===== config.mk =====
export PLATFORM = sky130hd
export DESIGN_NAME = quad_encoder_counter
export DESIGN_NICKNAME = d
export VERILOG_FILES = /design/src/rtl/quad_encoder_counter.sv
export SDC_FILE = /design/constraint.sdc
export NUM_CORES = 1
export LEC_CHECK = 0
export CAP_MARGIN = 10
export CELL_PAD_IN_SITES_DETAIL_PLACEMENT = 0
export CELL_PAD_IN_SITES_GLOBAL_PLACEMENT = 1
export CORE_MARGIN = 5
export CORE_UTILIZATION = 46
export DETAILED_ROUTE_END_ITERATION = 8
export DONT_BUFFER_PORTS = 1
export GPL_ROUTABILITY_DRIVEN = 0
export PLACE_DENSITY_LB_ADDON = 0.25
export SYNTH_ARGS = -nofsm -noshare
export SYNTH_HDL_FRONTEND = slang
export SYNTH_SLANG_ARGS = --single-unit

===== constraint.sdc =====
create_clock -name clk -period 3.8 [get_ports clk]
set_input_delay 0.38 -clock clk [delete_from_list [all_inputs] [get_ports clk]]
set_output_delay 0.38 -clock clk [all_outputs]
set_load 0.05 [all_outputs]

===== src/rtl/quad_encoder_counter.sv =====
// ============================================================================
// Module  : quad_encoder_counter
// Brief   : Quadrature encoder front end with sync, debounce, decode and a
//           bounded 16-bit position count. Define QUAD_ENC_WRAP_EN to make
//           the count wrap at its bounds instead of saturating.
// Revision: 1.0 - initial release
// ============================================================================
`default_nettype none

module quad_encoder_counter #(
    parameter int unsigned WIDTH           = 16,
    parameter int unsigned DEBOUNCE_CYCLES = 4,
    parameter int unsigned MIN_VAL         = 0,
    parameter int unsigned MAX_VAL         = 255
) (
    input  logic             clk,
    input  logic             rst_n,
    input  logic             enc_a,
    input  logic             enc_b,
    input  logic             clr,
    input  logic             rd_strobe,
    output logic [WIDTH-1:0] count,
    output logic             changed,
    output logic             err
);

    localparam logic [WIDTH-1:0] C_MIN = WIDTH'(MIN_VAL);
    localparam logic [WIDTH-1:0] C_MAX = WIDTH'(MAX_VAL);
    localparam logic [WIDTH-1:0] C_ONE = WIDTH'(1);
    localparam logic [7:0]       C_DEB = 8'(DEBOUNCE_CYCLES);

    logic             r_aMeta, r_bMeta, r_aSync, r_bSync;
    logic [1:0]       r_prevSyncAb, r_accAb, r_accPrevAb;
    logic [7:0]       r_dbCnt;
    logic [WIDTH-1:0] r_count;
    logic             r_changed, r_err;

    logic [1:0]       w_syncAb;
    logic [7:0]       w_dbRun, w_dbNext;
    logic             w_accept;
    logic             w_up, w_down, w_illegal;
    logic [WIDTH-1:0] w_nextCount;
    logic             w_countChange;

    assign w_syncAb = {r_aSync, r_bSync};

    // A differing level must stay put for DEBOUNCE_CYCLES samples to be accepted.
    always_comb begin
        w_dbRun  = (w_syncAb != r_prevSyncAb) ? 8'd1 : (r_dbCnt + 8'd1);
        w_dbNext = '0;
        w_accept = 1'b0;
        if (w_syncAb != r_accAb) begin
            if (w_dbRun == C_DEB) begin
                w_accept = 1'b1;
            end else begin
                w_dbNext = w_dbRun;
            end
        end
    end

    // The accepted pair differs from its one-cycle-old copy only right after acceptance.
    always_comb begin
        w_up      = 1'b0;
        w_down    = 1'b0;
        w_illegal = 1'b0;
        case ({r_accPrevAb, r_accAb})
            4'b00_01, 4'b01_11, 4'b11_10, 4'b10_00: w_up      = 1'b1;
            4'b01_00, 4'b11_01, 4'b10_11, 4'b00_10: w_down    = 1'b1;
            4'b00_11, 4'b11_00, 4'b01_10, 4'b10_01: w_illegal = 1'b1;
            default: ;
        endcase
    end

    always_comb begin
        w_nextCount   = r_count;
        w_countChange = 1'b0;
        if (w_up) begin
            if (r_count >= C_MAX) begin
`ifdef QUAD_ENC_WRAP_EN
                w_nextCount   = C_MIN;
                w_countChange = 1'b1;
`endif
            end else begin
                w_nextCount   = r_count + C_ONE;
                w_countChange = 1'b1;
            end
        end else if (w_down) begin
            if (r_count <= C_MIN) begin
`ifdef QUAD_ENC_WRAP_EN
                w_nextCount   = C_MAX;
                w_countChange = 1'b1;
`endif
            end else begin
                w_nextCount   = r_count - C_ONE;
                w_countChange = 1'b1;
            end
        end
    end

    always_ff @(posedge clk) begin
        if (!rst_n) begin
            r_aMeta      <= 1'b0;
            r_bMeta      <= 1'b0;
            r_aSync      <= 1'b0;
            r_bSync      <= 1'b0;
            r_prevSyncAb <= 2'b00;
            r_dbCnt      <= '0;
            r_accAb      <= 2'b00;
            r_accPrevAb  <= 2'b00;
            r_count      <= C_MIN;
            r_changed    <= 1'b0;
            r_err        <= 1'b0;
        end else begin
            r_aMeta      <= enc_a;
            r_bMeta      <= enc_b;
            r_aSync      <= r_aMeta;
            r_bSync      <= r_bMeta;
            r_prevSyncAb <= w_syncAb;
            r_dbCnt      <= w_dbNext;
            if (w_accept) begin
                r_accAb <= w_syncAb;
            end
            r_accPrevAb <= r_accAb;
            if (w_illegal) begin
                r_err <= 1'b1;
            end
            // clr beats a step; a real change beats a read clearing the flag.
            if (clr) begin
                r_count   <= C_MIN;
                r_changed <= 1'b0;
            end else if (w_countChange) begin
                r_count   <= w_nextCount;
                r_changed <= 1'b1;
            end else if (rd_strobe) begin
                r_changed <= 1'b0;
            end
        end
    end

    assign count   = r_count;
    assign changed = r_changed;
    assign err     = r_err;

endmodule

`default_nettype wire


==> results of run 1 <==
-- worst max path at each step --
stage,startpoint,to,slack (ns),cells past startpoint
final,r_accAb[0],count[15],0.83,9
after global placement,r_accAb[0],count[15],0.89,10
after detailed placement,r_accAb[0],count[15],0.86,9
after global routing,r_accAb[0],count[15],0.62,9
after CTS,r_accAb[0],count[15],0.83,9
after floorplan,r_accAb[0],count[15],0.88,9
-- power breakdown --
| part | internal [W] | leakage (nW) | switching [W] |
|---|---|---|---|
| sequential | 0.000380 | 0.291 | 0.00000228 |
| combinational | 0.00000512 | 0.600 | 0.00000842 |
| clock | 0.000194 | 0.0541 | 0.000148 |
-- logic make-up (layout without fill, tap and decap cells) --
kind of cell	count (synthesis)	in the layout	share of synthesized area, %
AO/OA/AOI/OAI	60	60	18.5
XOR/XNOR	24	24	9.81
flip-flops	36	36	33.6
adder cells (fa/ha/maj)	16	16	9.69
buffers and inverters	14	16	3.56
AND/OR/NAND/NOR	84	84	19.8
multiplexers	10	10	5.02
-- flip-flops by register name (all words and copies together) (netlist names) --
| signal | cells |
|---|---|
| changed | 1 |
| count | 16 |
| err | 1 |
| r_aMeta | 1 |
| r_aSync | 1 |
| r_accAb | 2 |
| r_accPrevAb | 2 |
| r_bMeta | 1 |
| r_bSync | 1 |
| r_dbCnt | 8 |
| r_prevSyncAb | 2 |
-- layer usage --
metal	track usage (%)	vias to the layer above
met1	19.3	762
met2	26.4	21
met5	0	-
met4	7.34	0
met3	3.78	7
li1	-	878
-- stage by stage --
stage                     setup slack [ns]  power [W]
after global placement               0.887   0.000405
after detailed placement             0.859   0.000405
after floorplan                      0.879   0.000403
after CTS                            0.830   0.000750
final                                0.834   0.000738
after global routing                 0.620   0.000767
-- final cells by class --
type	instances	share of cell area, %
timing repair buffer	2	0.658
clock inverter	3	1.87
sequential	36	31.6
tap	52	2.85
clock buffer	5	3.02
inverter	6	0.987
multi-input combinational	194	59.0
-- critical path: cells and delay by family, from the launching register on --
| kind | cells | cell delay [ns] |
|---|---|---|
| AO/OA/AOI/OAI | 3 | 1.00 |
| XOR/XNOR | 1 | 0.19 |
| adder cells (fa/ha/maj) | 1 | 0.43 |
| flip-flops | 1 | 0.40 |
| multiplexers | 1 | 0.29 |
| AND/OR/NAND/NOR | 3 | 0.56 |
-- cells in the final DEF (no fill, tap or decap), types with 3 or more instances in the layout --
cell type,n
a21oi_1,17
mux2i_1,7
a31oi_1,4
nand3_1,6
nand2_1,13
nor4_1,4
o21a_1,5
and3_1,6
dfxtp_1,36
nor2b_1,3
o21ai_0,10
xnor2_1,11
nor2_1,27
ha_1,15
inv_1,6
xor2_1,13
clkbuf_8,5
nand4_1,6
and2_1,9
o211ai_1,4
a21o_1,4
==> flow_metrics.env, run 1 <==
export IMPL_dieArea_um2=6120
export IMPL_clkTransAtPathRegs_ns=0.08
export IMPL_ys_types=49
export IMPL_rows=24
export IMPL_grt_pass1_wl_um=7700
export IMPL_drc=0
export IMPL_cp_required_ns=3.99
export IMPL_drtIter0Drc=107
export IMPL_dp_cells=290
export IMPL_grt_overflow_total=0
export IMPL_whs_ns=0.210
export IMPL_slew_headroom_pct=48.3
export IMPL_syn_avg_cell_area_um2=8.78
export IMPL_drt_first_pass_iters=4
export IMPL_ys_top_cells_by_area="dfxtp_1 34%, ha_1 8.8%, xor2_1 5.3%, nor2_1 4.7%, xnor2_1 4.5%"
export IMPL_num_vias=1668
export IMPL_cp_end_kind="register"
export IMPL_via_per_inst=5.60
export IMPL_yosysMostFrequentCell="dfxtp_1"
export IMPL_timing_rr_end="count[15]"
export IMPL_initial_core_util_pct=48.2
export IMPL_finalHoldViolCount=0
export IMPL_seqCellArea_um2=721
export IMPL_period_share_pct=78.0
export IMPL_tightest_slew_ns=0.775
export IMPL_post_cts_setup_buffers=0
export IMPL_synth_flop_cell="dfxtp_1"
export IMPL_post_dp_hpwl_um=3340
export IMPL_fin_nets=267
export IMPL_htreeDepth=2
export IMPL_drv_slew=0
export IMPL_cts_buffers=5
export IMPL_synth_top_area_share_pct=33.6
export IMPL_drv_cap=0
export IMPL_drt_wl_total_um=4480
export IMPL_synthCells=244
export IMPL_dpl_cell_area_um2=2170
export IMPL_yosysWarnings=0
export IMPL_crit_top_cell="nand2_1"
export IMPL_area_growth_pct=6.42
export IMPL_clock_path_buffers=2
export IMPL_top_layer="met4"
export IMPL_grt_antenna_before_repair=0
export IMPL_ys_seq_area_share_pct=33.6
export IMPL_cts_resized_gates=0
export IMPL_r2r_start="r_accAb[0]"
export IMPL_instances_no_fill=298
export IMPL_rr_worst_depth=9
export IMPL_cts_tree="done"
export IMPL_met1_length_um=2140
export IMPL_fin_worst_skew_ns=0.0109
export IMPL_min_to="r_bSync"
export IMPL_clock_latency_ns=0.30
export IMPL_final_util_pct=51.3
export IMPL_route_met2_wl_um=2100
export IMPL_cp_max_fo=10
export IMPL_grt_total_usage_pct=15.8
export IMPL_grt_max_degree=17
export IMPL_drive_gt1_share_pct=6.91
export IMPL_yosys_top_cells_count="36 x dfxtp_1, 27 x nor2_1, 17 x a21oi_1"
export IMPL_cts_sinks=36
export IMPL_multi_input_area_um2=1350
export IMPL_critPathMaxStageDelay_ns=0.44
export IMPL_min_delay_path_depth=1
export IMPL_synthArstFlopShare_pct=0
export IMPL_root_buffer="clkbuf_8"
export IMPL_rsz0062_at_grt="no"
export IMPL_wl_met3_um=139
export IMPL_die_w_um=78.3
export IMPL_worstPathCellList="xor2_1 -> nand2_1 -> ha_1 -> nand2_1 -> o31a_1 -> a2111o_1 -> and3_1 -> o21a_1 -> mux2_4"
export IMPL_min_path_type="primary input to register"
export IMPL_synth_fp_nets=266
export IMPL_synth_seq_cells=36
export IMPL_core_um2=4440
export IMPL_outcome="complete, no violations"
export IMPL_power_density_nw_per_um2=324
export IMPL_cts_hold_buffers=0
export IMPL_ir_drop_mv=0.282
export IMPL_die_y_um=78.3
export IMPL_diodes=0
export IMPL_synth_edf_count=0
export IMPL_tns_ns=0
export IMPL_antenna_left=0
export IMPL_cpMaxStageDelayCell="a2111o_1"
export IMPL_setup_viol=0
export IMPL_rrSetupSlack_ns=0.83
export IMPL_post_synth_instance_area_um2=2140
export IMPL_portBuffers=0
export IMPL_timing_worst_setup_path_type="register to register"
export IMPL_wire_per_inst_um=15.0
export IMPL_num_io_pins=24
export IMPL_synth_area_leader_cell="dfxtp_1"
export IMPL_clock_fmax_mhz=337
export IMPL_worstPathArrival_ns=3.15
export IMPL_min_from="rst_n"
export IMPL_design_area_um2=2280
export IMPL_n_fill_cell=426
export IMPL_cellLeakagePower_nw=0.945
export IMPL_start_kind="register"
export IMPL_grt_pass1_vias=1627
export IMPL_period_needed_ns=2.97
No activity file was read; power rests on OpenSTA's default activity.
==> inputs of run 2 (changes only) <==
--- a/config.mk
+++ b/config.mk
@@ -5,6 +5,7 @@
 export SDC_FILE = /design/constraint.sdc
 export NUM_CORES = 1
 export LEC_CHECK = 0
+export ABC_AREA = 1
 export CAP_MARGIN = 10
 export CELL_PAD_IN_SITES_DETAIL_PLACEMENT = 0
 export CELL_PAD_IN_SITES_GLOBAL_PLACEMENT = 1
==> constraint.sdc (replaced) <==
create_clock -name clk -period 2.8 [get_ports clk]
set_input_delay 0.28 -clock clk [delete_from_list [all_inputs] [get_ports clk]]
set_output_delay 0.28 -clock clk [all_outputs]
set_load 0.05 [all_outputs]
==> run 2 against run 1 <==
  * Design area is 31% higher
  * Clock power is 42% higher
  * Routed wire length is 27% higher
  * Largest cell class unchanged
  * Combinational power grew to 2.6 times the previous value
  * Power is 41% higher
  * Critical path type unchanged
  * Cell count is 68% higher
  * First-iteration DRC count is 28% lower
  * Synthesized area is 27% higher
  * Utilization is 0.097 points higher
  * Critical path depth is 3 higher
==> flow_metrics.env, run 2 <==
export IMPL_cts_tree="done"
export IMPL_instances_no_fill=500
export IMPL_p_total_w=0.00104
export IMPL_dp_cells=492
export IMPL_synth_seq_cells=36
export IMPL_critPathMaxStageDelay_ns=0.46
export IMPL_synth_area_leader_cell="dfxtp_1"
export IMPL_worstPathArrival_ns=2.63
export IMPL_min_path_type="primary input to register"
export IMPL_drt_first_pass_iters=5
export IMPL_yosysWarnings=0
export IMPL_ys_types=34
export IMPL_design_area_um2=2990
export IMPL_n_fill_cell=638
export IMPL_initial_core_util_pct=46.7
export IMPL_portBuffers=0
export IMPL_tightest_slew_ns=0.885
export IMPL_grt_max_degree=27
export IMPL_rows=28
export IMPL_drc=0
export IMPL_cpMaxStageDelayCell="dfxtp_1"
export IMPL_drv_cap=0
export IMPL_drtIter0Drc=77
export IMPL_rsz0062_at_grt="no"
export IMPL_cts_hold_buffers=0
export IMPL_layout_commonest_cell="nand2_1"
export IMPL_outcome="complete, no violations"
export IMPL_cp_max_fo=16
export IMPL_fin_nets=446
export IMPL_clkTransAtPathRegs_ns=0.08
export IMPL_final_util_pct=51.4
export IMPL_post_cts_setup_buffers=0
export IMPL_synth_edf_count=0
export IMPL_drive_gt1_share_pct=17.6
export IMPL_rrSetupSlack_ns=0.37
export IMPL_die_y_um=86.8
export IMPL_via_per_inst=4.70
export IMPL_cellLeakagePower_nw=1.59
export IMPL_post_synth_instance_area_um2=2710
export IMPL_path_delay_family="simple AND/OR/NAND/NOR gates"
export IMPL_crit_top_cell="nand2_1"
export IMPL_diodes=0
export IMPL_yosysMostFrequentCell="nand2_1"
export IMPL_clock_path_buffers=2
export IMPL_die_w_um=86.8
export IMPL_setup_viol=0
export IMPL_num_io_pins=24
export IMPL_cp_end_kind="register"
export IMPL_wire_per_inst_um=11.4
export IMPL_tns_ns=0
export IMPL_yosys_top_cells_count="122 x nand2_1, 71 x inv_1, 36 x dfxtp_1"
export IMPL_fin_worst_skew_ns=0.0107
export IMPL_largest_register_ffs=16
export IMPL_timing_worst_setup_path_type="register to register"
export IMPL_root_buffer="clkbuf_8"
export IMPL_clock_fmax_mhz=411
export IMPL_power_density_nw_per_um2=349
export IMPL_synth_top_area_share_pct=26.6
export IMPL_cts_resized_gates=0
export IMPL_area_growth_pct=10.2
export IMPL_synth_flop_cell="dfxtp_1"
export IMPL_synth_fp_nets=428
export IMPL_grt_antenna_before_repair=0
export IMPL_grt_total_usage_pct=16.8
export IMPL_final_cell_mix="122 x nand2_1, 71 x inv_1, 36 x dfxtp_1"
export IMPL_cts_sinks=36
export IMPL_start_kind="register"
export IMPL_worstPathCellList="xor2_1 -> nand2_1 -> buf_4 -> ha_1 -> or2_2 -> nand2_1 -> o21bai_1 -> nand2_1 -> nand3_1 -> nand3_2 -> nand2_1 -> inv_1"
export IMPL_dieArea_um2=7540
export IMPL_finalHoldViolCount=0
export IMPL_period_needed_ns=2.43
export IMPL_ir_drop_mv=0.225
export IMPL_drt_wl_total_um=5690
export IMPL_cp_required_ns=3.00
export IMPL_dpl_cell_area_um2=2880
export IMPL_antenna_left=0
export IMPL_htreeDepth=2
export IMPL_core_um2=5820
export IMPL_syn_avg_cell_area_um2=6.68
export IMPL_grt_pass1_vias=2287
export IMPL_synthArstFlopShare_pct=0
export IMPL_drv_slew=0
export IMPL_post_dp_hpwl_um=4510
export IMPL_slew_headroom_pct=40.9
export IMPL_cts_buffers=5
export IMPL_period_share_pct=86.9
export IMPL_ys_seq_area_share_pct=26.6
export IMPL_clock_latency_ns=0.30
export IMPL_synthCells=406
export IMPL_ys_top_cells_by_area="dfxtp_1 27%, nand2_1 17%, inv_1 9.8%, ha_1 6.9%, nand3_1 4.8%"
export IMPL_grt_overflow_total=0
export IMPL_num_vias=2349
export IMPL_cp_num_buf_inv=2
export IMPL_grt_pass1_wl_um=10100
[run 2: changes by cell type in the layout (fill, tap and decap cells not counted), sizes merged, moves of 7 or more]
cell / previous run / this run
and2: 10 / 2
buf: 2 / 17
inv: 6 / 76
mux2i: 7 / 0
nand2: 13 / 128
nand3: 6 / 36
nor2: 27 / 45
[run 2: stage by stage]
step / setup WS [ns] / hold WS [ns]
after global placement: 0.374 / 0.375
after CTS: 0.368 / 0.0646
after global routing: 0.101 / 0.0589
after detailed placement: 0.388 / 0.383
final: 0.367 / 0.0764
after floorplan: 0.482 / 0.378
[run 2: power by group]
group          internal, W  switching, W
registers         0.000516    0.00000292
logic            0.0000105     0.0000251
clock network     0.000269      0.000219
[run 2: cell families after synthesis]
kind of cell	Yosys count	share of synthesized area (%)
AO/OA/AOI/OAI	36	8.30
XOR/XNOR	13	4.20
adder cells (fa/ha/maj)	16	7.65
buffers and inverters	81	12.6
flip-flops	36	26.6
AND/OR/NAND/NOR	224	40.7
[run 2: per-layer routing]
metal | vias to the layer above | wire length (µm) | global-route usage (%) | part of all wire, %
met2 | 21 | 2810 | 30.2 | 49
li1 | 1290 | - | - | -
met4 | 0 | 85 | 6.80 | 1.5
met5 | - | 0 | 0 | 0
met3 | 7 | 199 | 3.42 | 3.5
met1 | 1031 | 2600 | 19.1 | 46
[run 2: final timing paths]
check	endpoint	cells past startpoint	startpoint
min	r_aSync	2	rst_n
max	count[13]	12	r_accAb[0]
max reg2reg	count[13]	12	r_accAb[0]
min reg2reg	r_bSync	2	r_bMeta
[run 2: final cells by class]
type / instances / area, µm² / area share (%)
Clock buffer: 5 / 68.8 / 2.30
Clock inverter: 3 / 46.3 / 1.55
Inverter: 75 / 282 / 9.41
Multi-Input combinational cell: 289 / 1650 / 55.2
Sequential cell: 36 / 721 / 24.1
Tap cell: 75 / 93.8 / 3.14
Timing Repair Buffer: 17 / 128 / 4.27
[run 2: worst register-to-register path: cells and delay by family, from the launching register on]
family                   cells  cell delay (ns)
AND/OR/NAND/NOR              7             0.70
flip-flops                   1             0.46
adder cells (fa/ha/maj)      1             0.35
AO/OA/AOI/OAI                1             0.31
XOR/XNOR                     1             0.27
buffers and inverters        2             0.24
==> inputs of run 3 (changes only) <==
--- a/config.mk
+++ b/config.mk
@@ -5,7 +5,6 @@
 export SDC_FILE = /design/constraint.sdc
 export NUM_CORES = 1
 export LEC_CHECK = 0
-export ABC_AREA = 1
 export CAP_MARGIN = 10
 export CELL_PAD_IN_SITES_DETAIL_PLACEMENT = 0
 export CELL_PAD_IN_SITES_GLOBAL_PLACEMENT = 1
@@ -14,7 +13,9 @@
 export DETAILED_ROUTE_END_ITERATION = 8
 export DONT_BUFFER_PORTS = 1
 export GPL_ROUTABILITY_DRIVEN = 0
+export MAX_ROUTING_LAYER = met4
 export PLACE_DENSITY_LB_ADDON = 0.25
+export SKIP_CTS_REPAIR_TIMING = 1
 export SYNTH_ARGS = -nofsm -noshare
 export SYNTH_HDL_FRONTEND = slang
 export SYNTH_SLANG_ARGS = --single-unit
==> run 3 against run 2 <==
  * First-iteration DRC count grew 88%
  * Largest cell class unchanged
  * Critical endpoint is now count[15]
  * Largest power group unchanged
  * Clock power shrank 23%
  * Sequential cell count is the same
  * Routed wire length shrank 18%
==> flow_metrics.env, run 3 (synthesized netlist as in run 1, its figures left out) <==
export IMPL_htreeDepth=2
export IMPL_period_share_pct=93.9
export IMPL_cts_tree="done"
export IMPL_root_buffer="clkbuf_8"
export IMPL_min_path_type="primary input to register"
export IMPL_rows=24
export IMPL_whs_ns=0.105
export IMPL_cts_sinks=36
export IMPL_area_growth_pct=18.6
export IMPL_tightest_slew_ns=0.618
export IMPL_cp_max_fo=13
export IMPL_cp_end_kind="register"
export IMPL_cp_required_ns=3.00
export IMPL_grt_max_degree=15
export IMPL_layout_commonest_cell="dfxtp_1"
export IMPL_drv_slew=0
export IMPL_grt_total_usage_pct=16.9
export IMPL_outcome="complete, no violations"
export IMPL_drtIter0Drc=145
export IMPL_timing_worst_setup_path_type="register to register"
export IMPL_grt_pass1_vias=1724
export IMPL_largest_register_ffs=16
export IMPL_num_io_pins=24
export IMPL_finalHoldViolCount=0
export IMPL_grt_overflow_total=0
export IMPL_clock_path_buffers=2
export IMPL_worstPathArrival_ns=2.83
export IMPL_clock_latency_ns=0.31
export IMPL_period_needed_ns=2.63
export IMPL_crit_top_cell="o21a_1"
export IMPL_cellLeakagePower_nw=1.09
export IMPL_slew_headroom_pct=58.8
export IMPL_drt_first_pass_iters=4
export IMPL_via_per_inst=5.53
export IMPL_grt_pass1_wl_um=8100
export IMPL_portBuffers=0
export IMPL_dieArea_um2=6120
export IMPL_fin_worst_skew_ns=0.0165
export IMPL_drt_wl_total_um=4670
export IMPL_wire_per_inst_um=14.3
export IMPL_setup_viol=0
export IMPL_cts_buffers=5
export IMPL_post_dp_hpwl_um=3570
export IMPL_clkTransAtPathRegs_ns=0.09
export IMPL_initial_core_util_pct=48.2
export IMPL_cpMaxStageDelayCell="a2111o_1"
export IMPL_grt_antenna_before_repair=0
export IMPL_clock_fmax_mhz=380
export IMPL_start_kind="register"
export IMPL_fin_nets=295
export IMPL_ir_drop_mv=0.251
export IMPL_die_w_um=78.3
export IMPL_drv_cap=0
export IMPL_power_density_nw_per_um2=360
export IMPL_core_um2=4440
export IMPL_drc=0
export IMPL_path_delay_family="compound AO/OA/AOI/OAI gates"
export IMPL_diodes=0
export IMPL_antenna_left=0
export IMPL_p_total_w=0.000915
export IMPL_final_cell_mix="35 x dfxtp_1, 30 x buf_4, 27 x nor2_1"
export IMPL_drive_gt1_share_pct=19.3
export IMPL_critPathMaxStageDelay_ns=0.41
export IMPL_num_vias=1802
export IMPL_die_y_um=78.3
export IMPL_worstPathCellList="xor2_2 -> nand2_4 -> buf_4 -> ha_4 -> o21a_1 -> o211ai_1 -> a2111o_1 -> and3_1 -> o21a_1 -> mux2_4"
export IMPL_cp_num_buf_inv=1
run 3: cell types whose count changed in the layout (fill, tap and decap cells not counted), sizes merged, moves of 7 or more:
cell,change
mux2i,+7
buf,+13
nand3,-30
nand2,-115
nor2,-18
and2,+8
inv,-70
run 3: worst paths after layout:
kind / to / startpoint / slack (ns) / depth (start not counted)
worst min-delay path: r_bMeta / rst_n / 0.11 / 1
worst min register to register: r_bSync / r_bMeta / 0.44 / 1
worst max register to register: count[15] / r_accAb[0] / 0.17 / 10
worst max-delay path: count[15] / r_accAb[0] / 0.17 / 10
run 3: cell type report:
type	instances	area, µm²
Clock buffer	5	68.8
Clock inverter	3	18.8
Fill cell	413	1900
Inverter	6	22.5
Multi-Input combinational cell	194	1420
Sequential cell	36	722
Tap cell	52	65.1
Timing Repair Buffer	30	225
run 3: per-layer routing:
| layer | vias up | GRT usage [%] | part of all wire, % |
|---|---|---|---|
| met3 | 7 | 4.12 | 4.1 |
| li1 | 936 | - | - |
| met5 | - | - | 0 |
| met4 | 0 | 5.24 | 1.6 |
| met2 | 23 | 27.4 | 47 |
| met1 | 836 | 20.7 | 47 |
run 3: worst reg2reg max path, cell delays in order (launching register included):
cell	delay [ns]
dfxtp_1	0.38
xor2_2	0.22
nand2_4	0.12
buf_4	0.22
ha_4	0.30
o21a_1	0.16
o211ai_1	0.11
a2111o_1	0.41
and3_1	0.17
o21a_1	0.17
mux2_4	0.29
run 3: power by group:
group	internal, W	switching (W)	leakage [nW]
Combinational	0.00000695	0.0000109	0.748
Clock	0.000173	0.000204	0.0479
Sequential	0.000516	0.00000281	0.292
Total	0.000696	0.000218	1.09
run 3: stage by stage:
step	util, %	area [µm²]	worst slack, ns	setup TNS, ns	instances
detailed placement	53.4	2370	0.0746	0	317
floorplan	-	2150	0.0205	0	244
global route	57.2	2540	-0.0140	-0.0140	326
global placement	53.4	2370	0.120	0	317
finish	57.2	2540	0.171	0	326
CTS	55.4	2460	0.0555	0	325
